## src/rtl/clk_div_pkg.sv

```systemverilog
// Shared types and constants for the core clock-enable controller.
package clk_div_pkg;

    typedef enum logic [1:0] {
        HOLD,
        RUN,
        DRAIN,
        LOAD
    } clkdiv_state_t;

    localparam int unsigned MIN_DIV = 1;

endpackage

```

## src/rtl/tick_counter.sv

```systemverilog
// Down-counter with synchronous load, count enable and zero flag.
// Reloads from reload_val_i when it reaches zero, so it never underflows.
module tick_counter #(
    parameter int unsigned      WIDTH   = 8,
    parameter logic [WIDTH-1:0] RST_VAL = '0
) (
    input  logic             clk,
    input  logic             rst_n,
    input  logic             en_i,
    input  logic             load_i,
    input  logic [WIDTH-1:0] load_val_i,
    input  logic [WIDTH-1:0] reload_val_i,
    output logic             zero_c_o
);

    logic [WIDTH-1:0] cnt_q;
    logic [WIDTH-1:0] cnt_d;

    assign zero_c_o = (cnt_q == '0);

    // Load has priority over counting
    always_comb begin
        cnt_d = cnt_q;
        if (load_i) begin
            cnt_d = load_val_i;
        end else if (en_i) begin
            cnt_d = zero_c_o ? reload_val_i : cnt_q - WIDTH'(1);
        end
    end

    always_ff @(posedge clk or negedge rst_n) begin
        if (!rst_n) begin
            cnt_q <= RST_VAL;
        end else begin
            cnt_q <= cnt_d;
        end
    end

endmodule

```

## src/rtl/clk_div_ctrl.sv

```systemverilog
// Core clock-enable controller: periodic tick, 50% phase level, core reset
// sequencing and tick-aligned divisor changes via a valid/ready handshake.
module clk_div_ctrl
    import clk_div_pkg::*;
#(
    parameter int unsigned DIV_W     = 8,
    parameter int unsigned DEF_DIV   = 127,
    parameter int unsigned RST_TICKS = 16
) (
    input  logic             CLK,
    input  logic             RESETn,
    input  logic             run_en,
    input  logic             cfg_valid,
    input  logic [DIV_W-1:0] cfg_div,
    output logic             cfg_ready,
    output logic             tick,
    output logic             phase,
    output logic             core_resetn,
    output logic [DIV_W-1:0] cur_div
);

    localparam int unsigned HOLD_W = $clog2(RST_TICKS + 1);

    clkdiv_state_t     state_q, state_d;
    logic [DIV_W-1:0]  cur_div_q, cur_div_d;
    logic [DIV_W-1:0]  pend_div_q, pend_div_d;
    logic [HOLD_W-1:0] hold_cnt_q, hold_cnt_d;
    logic              tick_q, tick_d;
    logic              phase_q, phase_d;
    logic              core_resetn_q, core_resetn_d;

    logic cnt_en;
    logic cnt_zero;
    logic tick_fire;

    // Counting pauses for the single LOAD bubble and whenever run_en is low
    assign cnt_en    = run_en && (state_q != LOAD);
    assign tick_fire = cnt_en && cnt_zero;

    tick_counter #(
        .WIDTH   (DIV_W),
        .RST_VAL (DIV_W'(DEF_DIV))
    ) u_tick_counter (
        .clk          (CLK),
        .rst_n        (RESETn),
        .en_i         (cnt_en),
        .load_i       (state_q == LOAD),
        .load_val_i   (pend_div_q),
        .reload_val_i (cur_div_q),
        .zero_c_o     (cnt_zero)
    );

    always_comb begin
        state_d       = state_q;
        cur_div_d     = cur_div_q;
        pend_div_d    = pend_div_q;
        hold_cnt_d    = hold_cnt_q;
        tick_d        = 1'b0;
        phase_d       = phase_q;
        core_resetn_d = core_resetn_q;

        if (tick_fire) begin
            tick_d  = 1'b1;
            phase_d = ~phase_q;
        end

        case (state_q)
            HOLD: begin
                if (tick_fire) begin
                    if (hold_cnt_q == HOLD_W'(RST_TICKS - 1)) begin
                        state_d       = RUN;
                        core_resetn_d = 1'b1;
                    end else begin
                        hold_cnt_d = hold_cnt_q + HOLD_W'(1);
                    end
                end
            end
            RUN: begin
                if (cfg_valid) begin
                    pend_div_d = (cfg_div < DIV_W'(MIN_DIV)) ? DIV_W'(MIN_DIV) : cfg_div;
                    state_d    = DRAIN;
                end
            end
            DRAIN: begin
                if (tick_fire) begin
                    state_d = LOAD;
                end
            end
            LOAD: begin
                cur_div_d = pend_div_q;
                state_d   = RUN;
            end
            default: state_d = HOLD;
        endcase
    end

    always_ff @(posedge CLK or negedge RESETn) begin
        if (!RESETn) begin
            state_q       <= HOLD;
            cur_div_q     <= DIV_W'(DEF_DIV);
            pend_div_q    <= '0;
            hold_cnt_q    <= '0;
            tick_q        <= 1'b0;
            phase_q       <= 1'b0;
            core_resetn_q <= 1'b0;
        end else begin
            state_q       <= state_d;
            cur_div_q     <= cur_div_d;
            pend_div_q    <= pend_div_d;
            hold_cnt_q    <= hold_cnt_d;
            tick_q        <= tick_d;
            phase_q       <= phase_d;
            core_resetn_q <= core_resetn_d;
        end
    end

    assign cfg_ready   = (state_q == RUN);
    assign tick        = tick_q;
    assign phase       = phase_q;
    assign core_resetn = core_resetn_q;
    assign cur_div     = cur_div_q;

endmodule

```

## config.mk

```make
export PLATFORM = sky130hd
export DESIGN_NAME = clk_div_ctrl
export DESIGN_NICKNAME = d
export VERILOG_FILES = /design/src/rtl/clk_div_pkg.sv /design/src/rtl/tick_counter.sv /design/src/rtl/clk_div_ctrl.sv
export SDC_FILE = /design/constraint.sdc
export NUM_CORES = 1
export LEC_CHECK = 0
export CAP_MARGIN = 0
export CORE_ASPECT_RATIO = 1.2
export CORE_UTILIZATION = 56
export CTS_BUF_LIST = sky130_fd_sc_hd__clkbuf_2 sky130_fd_sc_hd__clkbuf_4 sky130_fd_sc_hd__clkbuf_8
export DETAILED_ROUTE_END_ITERATION = 10
export PLACE_DENSITY_LB_ADDON = 0.12
export SETUP_SLACK_MARGIN = 0.2
export SYNTH_ARGS = -nofsm -noshare
export SYNTH_HDL_FRONTEND = slang
export SYNTH_HIERARCHICAL = 1
export SYNTH_SLANG_ARGS = --single-unit
```

## constraint.sdc

```tcl
create_clock -name CLK -period 2.5 [get_ports CLK]
set_input_delay 0.5 -clock CLK [delete_from_list [all_inputs] [get_ports CLK]]
set_output_delay 0.5 -clock CLK [all_outputs]
set_load 0.02 [all_outputs]
```

==> results.py, run 1 <==
metrics = {
    "synthesis": {
        "ys_types": 36,
        "postSynthAreaPerCell_um2": 11.64,
        "synth_area_leader_cell": "dfrtp_1",
        "yosys-top-cells-area": "dfrtp_1, dfstp_2, mux2_2",
        "syn_nets": 170,
        "yosysSeqAreaShare_pct": 49.75,
        "synthCells": 150,
        "yosysTopAreaCellShare_pct": 28.67,
        "syn_area_um2": 1745,
        "yosys_warnings": 6,
        "ys_seq_elements": 34,
    },
    "grt": {
        "grt_pass1_wl_um": 6182,
        "grt_max_degree": 35,
        "globalRouteMet1Util_pct": 31.42,
        "track_usage_pct": 26.19,
        "grt_pass1_vias": 1305,
        "antenna_found_initial": 0,
        "met2_usage_pct": 42.09,
        "grt_util_met3_pct": 9.420,
        "overflow": 0,
        "grt-busiest-layer": "met2",
    },
    "pwr": {
        "p_int_mw": 1.728,
        "share_comb_of_total_power_pct": 49.0,
        "seq_power_share_pct": 39.2,
        "ir_drop_uv": 815.4,
        "power.density_nw_per_um2": 1327,
        "p_sw_mw": 1.074,
        "p_sw_share_pct": 38.33,
        "power_leakage_nw": 0.9368,
        "p_clk_share_pct": 11.7,
    },
    "route": {
        "vias_per_cell": 5.874,
        "drc_errors": 0,
        "via_count": 1263,
        "postRouteAntennaNets": 0,
        "drtIter0Drc": 44,
        "first_pass_iters": 4,
        "avgRoutedWirePerCell_um": 17.14,
        "wl_um": 3685,
    },
    "clock_tree": {
        "cts-root-buf": "clkbuf_4",
        "cts_htree_levels": 2,
        "cts.sinks": 34,
        "clock_latency_ns": 0.34,
        "clockBufferDepth": 2,
        "numCtsBuffers": 5,
        "cts_tree": "yes",
        "clk_pin_slew_ns": 0.11,
    },
    "placement": {
        "dp_hpwl_um": 2702,
        "detailed_place.area_um2": 2013,
        "place_ws_ns": 0.2032,
        "placed_cells": 206,
        "place_congestion": 0.8286,
        "port_buffers": 23,
    },
    "critical_path": {
        "worstPathArrival_ns": 2.41,
        "r2r_setup_slack_ns": 0.31,
        "crit_path_end_kind": "register",
        "r2r.worst_path.cells": 9,
        "worstSetupPathType": "reg -> reg",
        "crit_slowest_cell": "dfstp_2",
        "reg2reg_to": "state_q[1]$_DFFE_PN0P_",
        "startpoint_type": "register",
        "cp_max_fo": 5,
        "cp.required_ns": 2.73,
        "crit_chain": "inv_2 > ha_2 > or3b_4 > or2_1 > clkinv_2 > nand3b_4 > inv_4 > o221ai_4 > mux2_4",
        "crit-reg2reg-launch": "u_tick_counter/cnt_q[0]$_DFFE_PN1P_",
        "cpPeakStageDelay_ns": 0.40,
    },
    "worst_hold_path": {
        "holdPathStages": 1,
        "min_to": "hold_cnt_q[3]$_DFFE_PN0P_",
        "hp-start": "hold_cnt_q[3]$_DFFE_PN0P_",
        "hold_class": "reg -> reg",
    },
    "sta": {
        "fin_ws_ns": 0.3123,
        "report.final.slew_viol_count": 0,
        "fin_hold_ws_ns": 0.4705,
        "period_minus_slack_ns": 2.188,
        "setup-violations-final": 0,
        "hold_viol_final": 0,
        "fmax_ghz": 0.4571,
        "fin_crit_sh_pct": 87.51,
        "tightest_slew_ns": 0.5497,
        "rsz0062_at_grt": "false",
        "slew_headroom_pct": 63.28,
        "clock_skew_ns": 0.01313,
        "fin_tns_setup_ns": 0,
    },
    "layout": {
        "drive_above_1_share_pct": 32.60,
        "diodes": 0,
        "multi_input_area_um2": 828.3,
        "final_cell_mix": "clkdlybuf4s50_1, dfrtp_1, mux2_2, dfstp_2, a21oi_1",
        "areaGrowthSynthToFinish_pct": 20.93,
        "postLayoutCellArea_um2": 2111,
        "mostFrequentLayoutCell": "clkdlybuf4s50_1",
        "final_cells": 215,
        "nNetsFinal": 200,
        "fill_cells": 210,
        "seq_area_um2": 868.3,
    },
    "die": {
        "dieArea_um2": 3345,
        "core.rowCount": 21,
        "die_w_um": 52.97,
        "core_area_um2": 2864,
        "ios": 24,
        "initial_utilization_pct": 60.94,
        "die_y_um": 63.16,
    },
    "job": {
        "maxCapViolCount": 0,
    },
    "status": {
        "status": "finished clean",
    },
}
## sequential cells by signal, indices dropped and copies added (netlist names)
name,count
cur_div,8
pend_div_q,8
u_tick_counter/cnt_q,8
hold_cnt_q,5
state_q,2
core_resetn,1
phase,1
tick,1
## layout make-up
type / instances / area share [%]
sequential: 34 / 41.14
multi-input combinational: 102 / 39.24
timing repair buffer: 28 / 12.80
clock buffer: 7 / 2.786
tap: 34 / 2.015
inverter: 9 / 1.778
clock inverter: 1 / 0.2371
## layer usage
layer  vias up  wire length (um)
li1        597                 -
met1       622              1502
met2        33              1936
met3        11               150
met4         0                95
met5         -                 0
## cell usage after synthesis
master,number
inv_1,7
xor2_1,5
ha_1,8
mux2_4,1
o221ai_2,1
nor2b_1,2
nand2b_1,1
nor3_1,10
or4_4,1
a221o_2,2
nand3_1,3
dfrtp_1,20
a31o_2,2
nand3b_4,1
mux2_2,17
a21o_1,2
mux2i_1,2
buf_6,2
xnor2_1,2
clkbuf_2,1
or3b_2,1
o21ai_0,6
nor4_1,2
nor2_1,4
nor2_2,1
a221o_1,1
or2_1,1
and3_1,1
clkbuf_1,2
nand2_1,3
o21ai_1,4
a21oi_1,11
nor3b_1,7
clkinv_2,1
dfstp_2,14
inv_2,1
## logic make-up after synthesis
group                      synth area share, %
AOI/OAI and AO/OA                        10.61
xor gates and xnor gates                 3.513
adders and majority gates                5.735
buffers and inverters                    4.014
DFF                                      49.75
muxes                                    12.97
and+or+nand+nor                          13.41
## worst max path at each step
stage,cells past startpoint,slack [ns],endpoint,startpoint
floorplan,9,0.25,hold_cnt_q[1]$_DFFE_PN0P_,u_tick_counter/cnt_q[0]$_DFFE_PN1P_
detailed placement,8,0.20,hold_cnt_q[1]$_DFFE_PN0P_,u_tick_counter/cnt_q[0]$_DFFE_PN1P_
CTS,8,0.27,hold_cnt_q[1]$_DFFE_PN0P_,u_tick_counter/cnt_q[0]$_DFFE_PN1P_
global route,9,0.21,state_q[1]$_DFFE_PN0P_,u_tick_counter/cnt_q[0]$_DFFE_PN1P_
global placement,8,0.28,hold_cnt_q[1]$_DFFE_PN0P_,u_tick_counter/cnt_q[0]$_DFFE_PN1P_
finish,9,0.31,state_q[1]$_DFFE_PN0P_,u_tick_counter/cnt_q[0]$_DFFE_PN1P_
## critical path: cells and delay by family (launching register included)
kind | cells | cell delay (ns)
buf+inv | 3 | 0.27
simple gates | 3 | 0.78
mux | 1 | 0.32
compound gates | 1 | 0.12
flops | 1 | 0.40
fa+ha+maj | 1 | 0.18
## what timing repair did
item / in CTS / in global routing
endpoints found under the setup margin: 2 / 3
hold buffers: 0 / 0
resized for setup: 1 / 7
setup buffers: 0 / 1
## power by group through the flow
| stage | Clock [mW] | Sequential, mW | Combinational (mW) |
|---|---|---|---|
| final | 0.329 | 1.10 | 1.37 |
| after global routing | 0.367 | 1.14 | 1.48 |
| after CTS | 0.339 | 1.09 | 1.35 |
| after detailed placement | 0 | 1.10 | 1.33 |
| after global placement | 0 | 1.08 | 1.27 |
| after floorplan | 0 | 1.13 | 0.888 |
## through the flow
step	util, %	total power, mW
detailed placement	70.29	2.437
global route	73.70	2.982
CTS	72.61	2.778
floorplan	-	2.018
global placement	70.29	2.355
finish	73.70	2.802
No activity file was read; power rests on OpenSTA's default activity.
==> inputs of run 2 (changes only) <==
- CORE_UTILIZATION: 56 -> 55
==> run 2 against run 1 <==
Critical path depth shrank 6. Flip-flop and latch count stayed put. Power fell by 0.96%. Highest routed layer unchanged. Clock skew shrank 0.0040 ns.
==> results.py, run 2 (synthesized netlist as in run 1, its figures left out) <==
metrics = {
    "layout": {
        "mostFrequentLayoutCell": "clkdlybuf4s50_1",
        "final_cells": 217,
        "drive_above_1_share_pct": 30.94,
        "nNetsFinal": 200,
        "post-route-util_pct": 69.38,
        "postLayoutCellArea_um2": 2101,
        "final_cell_mix": "clkdlybuf4s50_1, dfrtp_1, mux2_2, dfstp_2, a21oi_1",
        "diodes": 0,
        "areaGrowthSynthToFinish_pct": 20.36,
        "fill_cells": 248,
    },
    "grt": {
        "overflow": 0,
        "grt_pass1_wl_um": 5961,
        "grt_max_degree": 35,
        "track_usage_pct": 24.56,
        "antenna_found_initial": 0,
        "grt_pass1_vias": 1314,
    },
    "die": {
        "die_w_um": 53.43,
        "dieArea_um2": 3404,
        "initial_utilization_pct": 57.64,
        "die_y_um": 63.71,
        "core_area_um2": 3028,
        "ios": 24,
        "core.rowCount": 22,
    },
    "sta": {
        "hold_viol_final": 0,
        "slew_headroom_pct": 69.59,
        "fin_crit_sh_pct": 89.15,
        "fmax_ghz": 0.4487,
        "tightest_slew_ns": 0.4552,
        "period_minus_slack_ns": 2.229,
        "setup-violations-final": 0,
        "fin_ws_ns": 0.2712,
        "rsz0062_at_grt": "true",
        "report.final.slew_viol_count": 0,
        "fin_hold_ws_ns": 0.4629,
        "fin_tns_setup_ns": 0,
        "clock_skew_ns": 0.009173,
    },
    "clock_tree": {
        "clock_latency_ns": 0.34,
        "cts.sinks": 34,
        "cts_htree_levels": 2,
        "clockBufferDepth": 2,
        "numCtsBuffers": 5,
        "cts-root-buf": "clkbuf_4",
        "cts_tree": "yes",
        "clk_pin_slew_ns": 0.10,
        "cts.hold.buffers_added": 0,
    },
    "critical_path": {
        "worstSetupPathType": "reg -> out",
        "cpPeakStageDelay_ns": 0.63,
        "crit_path_end_kind": "output port",
        "reg2reg_to": "state_q[1]$_DFFE_PN0P_",
        "crit_chain": "inv_1 > ha_1 > clkdlybuf4s50_1",
        "crit_slowest_cell": "clkdlybuf4s50_1",
        "r2r.worst_path.cells": 9,
        "timing.critical_path.max_delay_family": "buffers and inverters",
        "crit-reg2reg-launch": "u_tick_counter/cnt_q[0]$_DFFE_PN1P_",
        "cp.required_ns": 2.00,
        "startpoint_type": "register",
        "worstPathArrival_ns": 1.73,
        "r2r_setup_slack_ns": 0.28,
        "cp_max_fo": 4,
        "cp_num_buf_inv": 2,
    },
    "placement": {
        "dp_hpwl_um": 2492,
        "detailed_place.area_um2": 2023,
        "place_congestion": 0.8080,
        "place_ws_ns": 0.2201,
        "port_buffers": 23,
        "placed_cells": 209,
    },
    "route": {
        "vias_per_cell": 5.627,
        "postRouteAntennaNets": 0,
        "first_pass_iters": 4,
        "via_count": 1221,
        "wl_um": 3407,
        "drc_errors": 0,
        "avgRoutedWirePerCell_um": 15.70,
        "drtIter0Drc": 46,
    },
    "pwr": {
        "power.density_nw_per_um2": 1321,
        "ir_drop_uv": 848.3,
        "total_power_mw": 2.775,
        "power_leakage_nw": 0.9282,
    },
    "worst_hold_path": {
        "hp-start": "hold_cnt_q[3]$_DFFE_PN0P_",
        "holdPathStages": 1,
        "min_to": "hold_cnt_q[3]$_DFFE_PN0P_",
        "hold_class": "reg -> reg",
    },
    "status": {
        "status": "finished clean",
    },
    "job": {
        "maxCapViolCount": 0,
    },
}
## run 2: layout make-up
class	instances	area, um^2	area share [%]
sequential	34	868.3	41.33
multi-input combinational	102	820.8	39.07
inverter	9	35.03	1.668
clock buffer	7	58.81	2.799
timing repair buffer	28	267.8	12.75
tap	36	45.04	2.144
clock inverter	1	5.005	0.2382
## run 2: worst reg2reg max path: cells and delay by family (launching register included)
family	cells	cell delay, ns
AO/OA/AOI/OAI	1	0.13
adder cells (fa/ha/maj)	1	0.19
buffers and inverters	3	0.32
flip-flops	1	0.40
multiplexers	1	0.31
AND/OR/NAND/NOR	3	0.77
## run 2: worst max-delay path by stage
stage,from,endpoint,slack [ns],cells after the start
final,state_q[1]$_DFFE_PN0P_,cfg_ready,0.27,3
after detailed placement,u_tick_counter/cnt_q[0]$_DFFE_PN1P_,state_q[1]$_DFFE_PN0P_,0.22,9
after floorplan,u_tick_counter/cnt_q[0]$_DFFE_PN1P_,hold_cnt_q[1]$_DFFE_PN0P_,0.25,9
after global placement,u_tick_counter/cnt_q[0]$_DFFE_PN1P_,hold_cnt_q[1]$_DFFE_PN0P_,0.28,8
after CTS,state_q[1]$_DFFE_PN0P_,cfg_ready,0.27,3
after global routing,u_tick_counter/cnt_q[0]$_DFFE_PN1P_,state_q[1]$_DFFE_PN0P_,0.17,9
## run 2: repair_timing
action / CTS / global route
endpoints found under the setup margin: 2 / 2
setup buffers: 0 / 0
gates resized for setup: 1 / 1
## run 2: report_power, final
part | internal (mW) | leakage (nW) | switching [mW]
clock | 0.147 | 0.0387 | 0.186
combinational | 0.709 | 0.496 | 0.646
sequential | 0.872 | 0.393 | 0.214
total | 1.73 | 0.928 | 1.05
## run 2: layer usage
| layer | wire length [um] | share of wire [%] | global-route usage (%) |
|---|---|---|---|
| met1 | 1440 | 42 | 30.22 |
| met2 | 1751 | 51 | 40.47 |
| met3 | 164 | 4.8 | 6.522 |
| met4 | 51 | 1.5 | 8.224 |
| met5 | 0 | 0 | 0 |
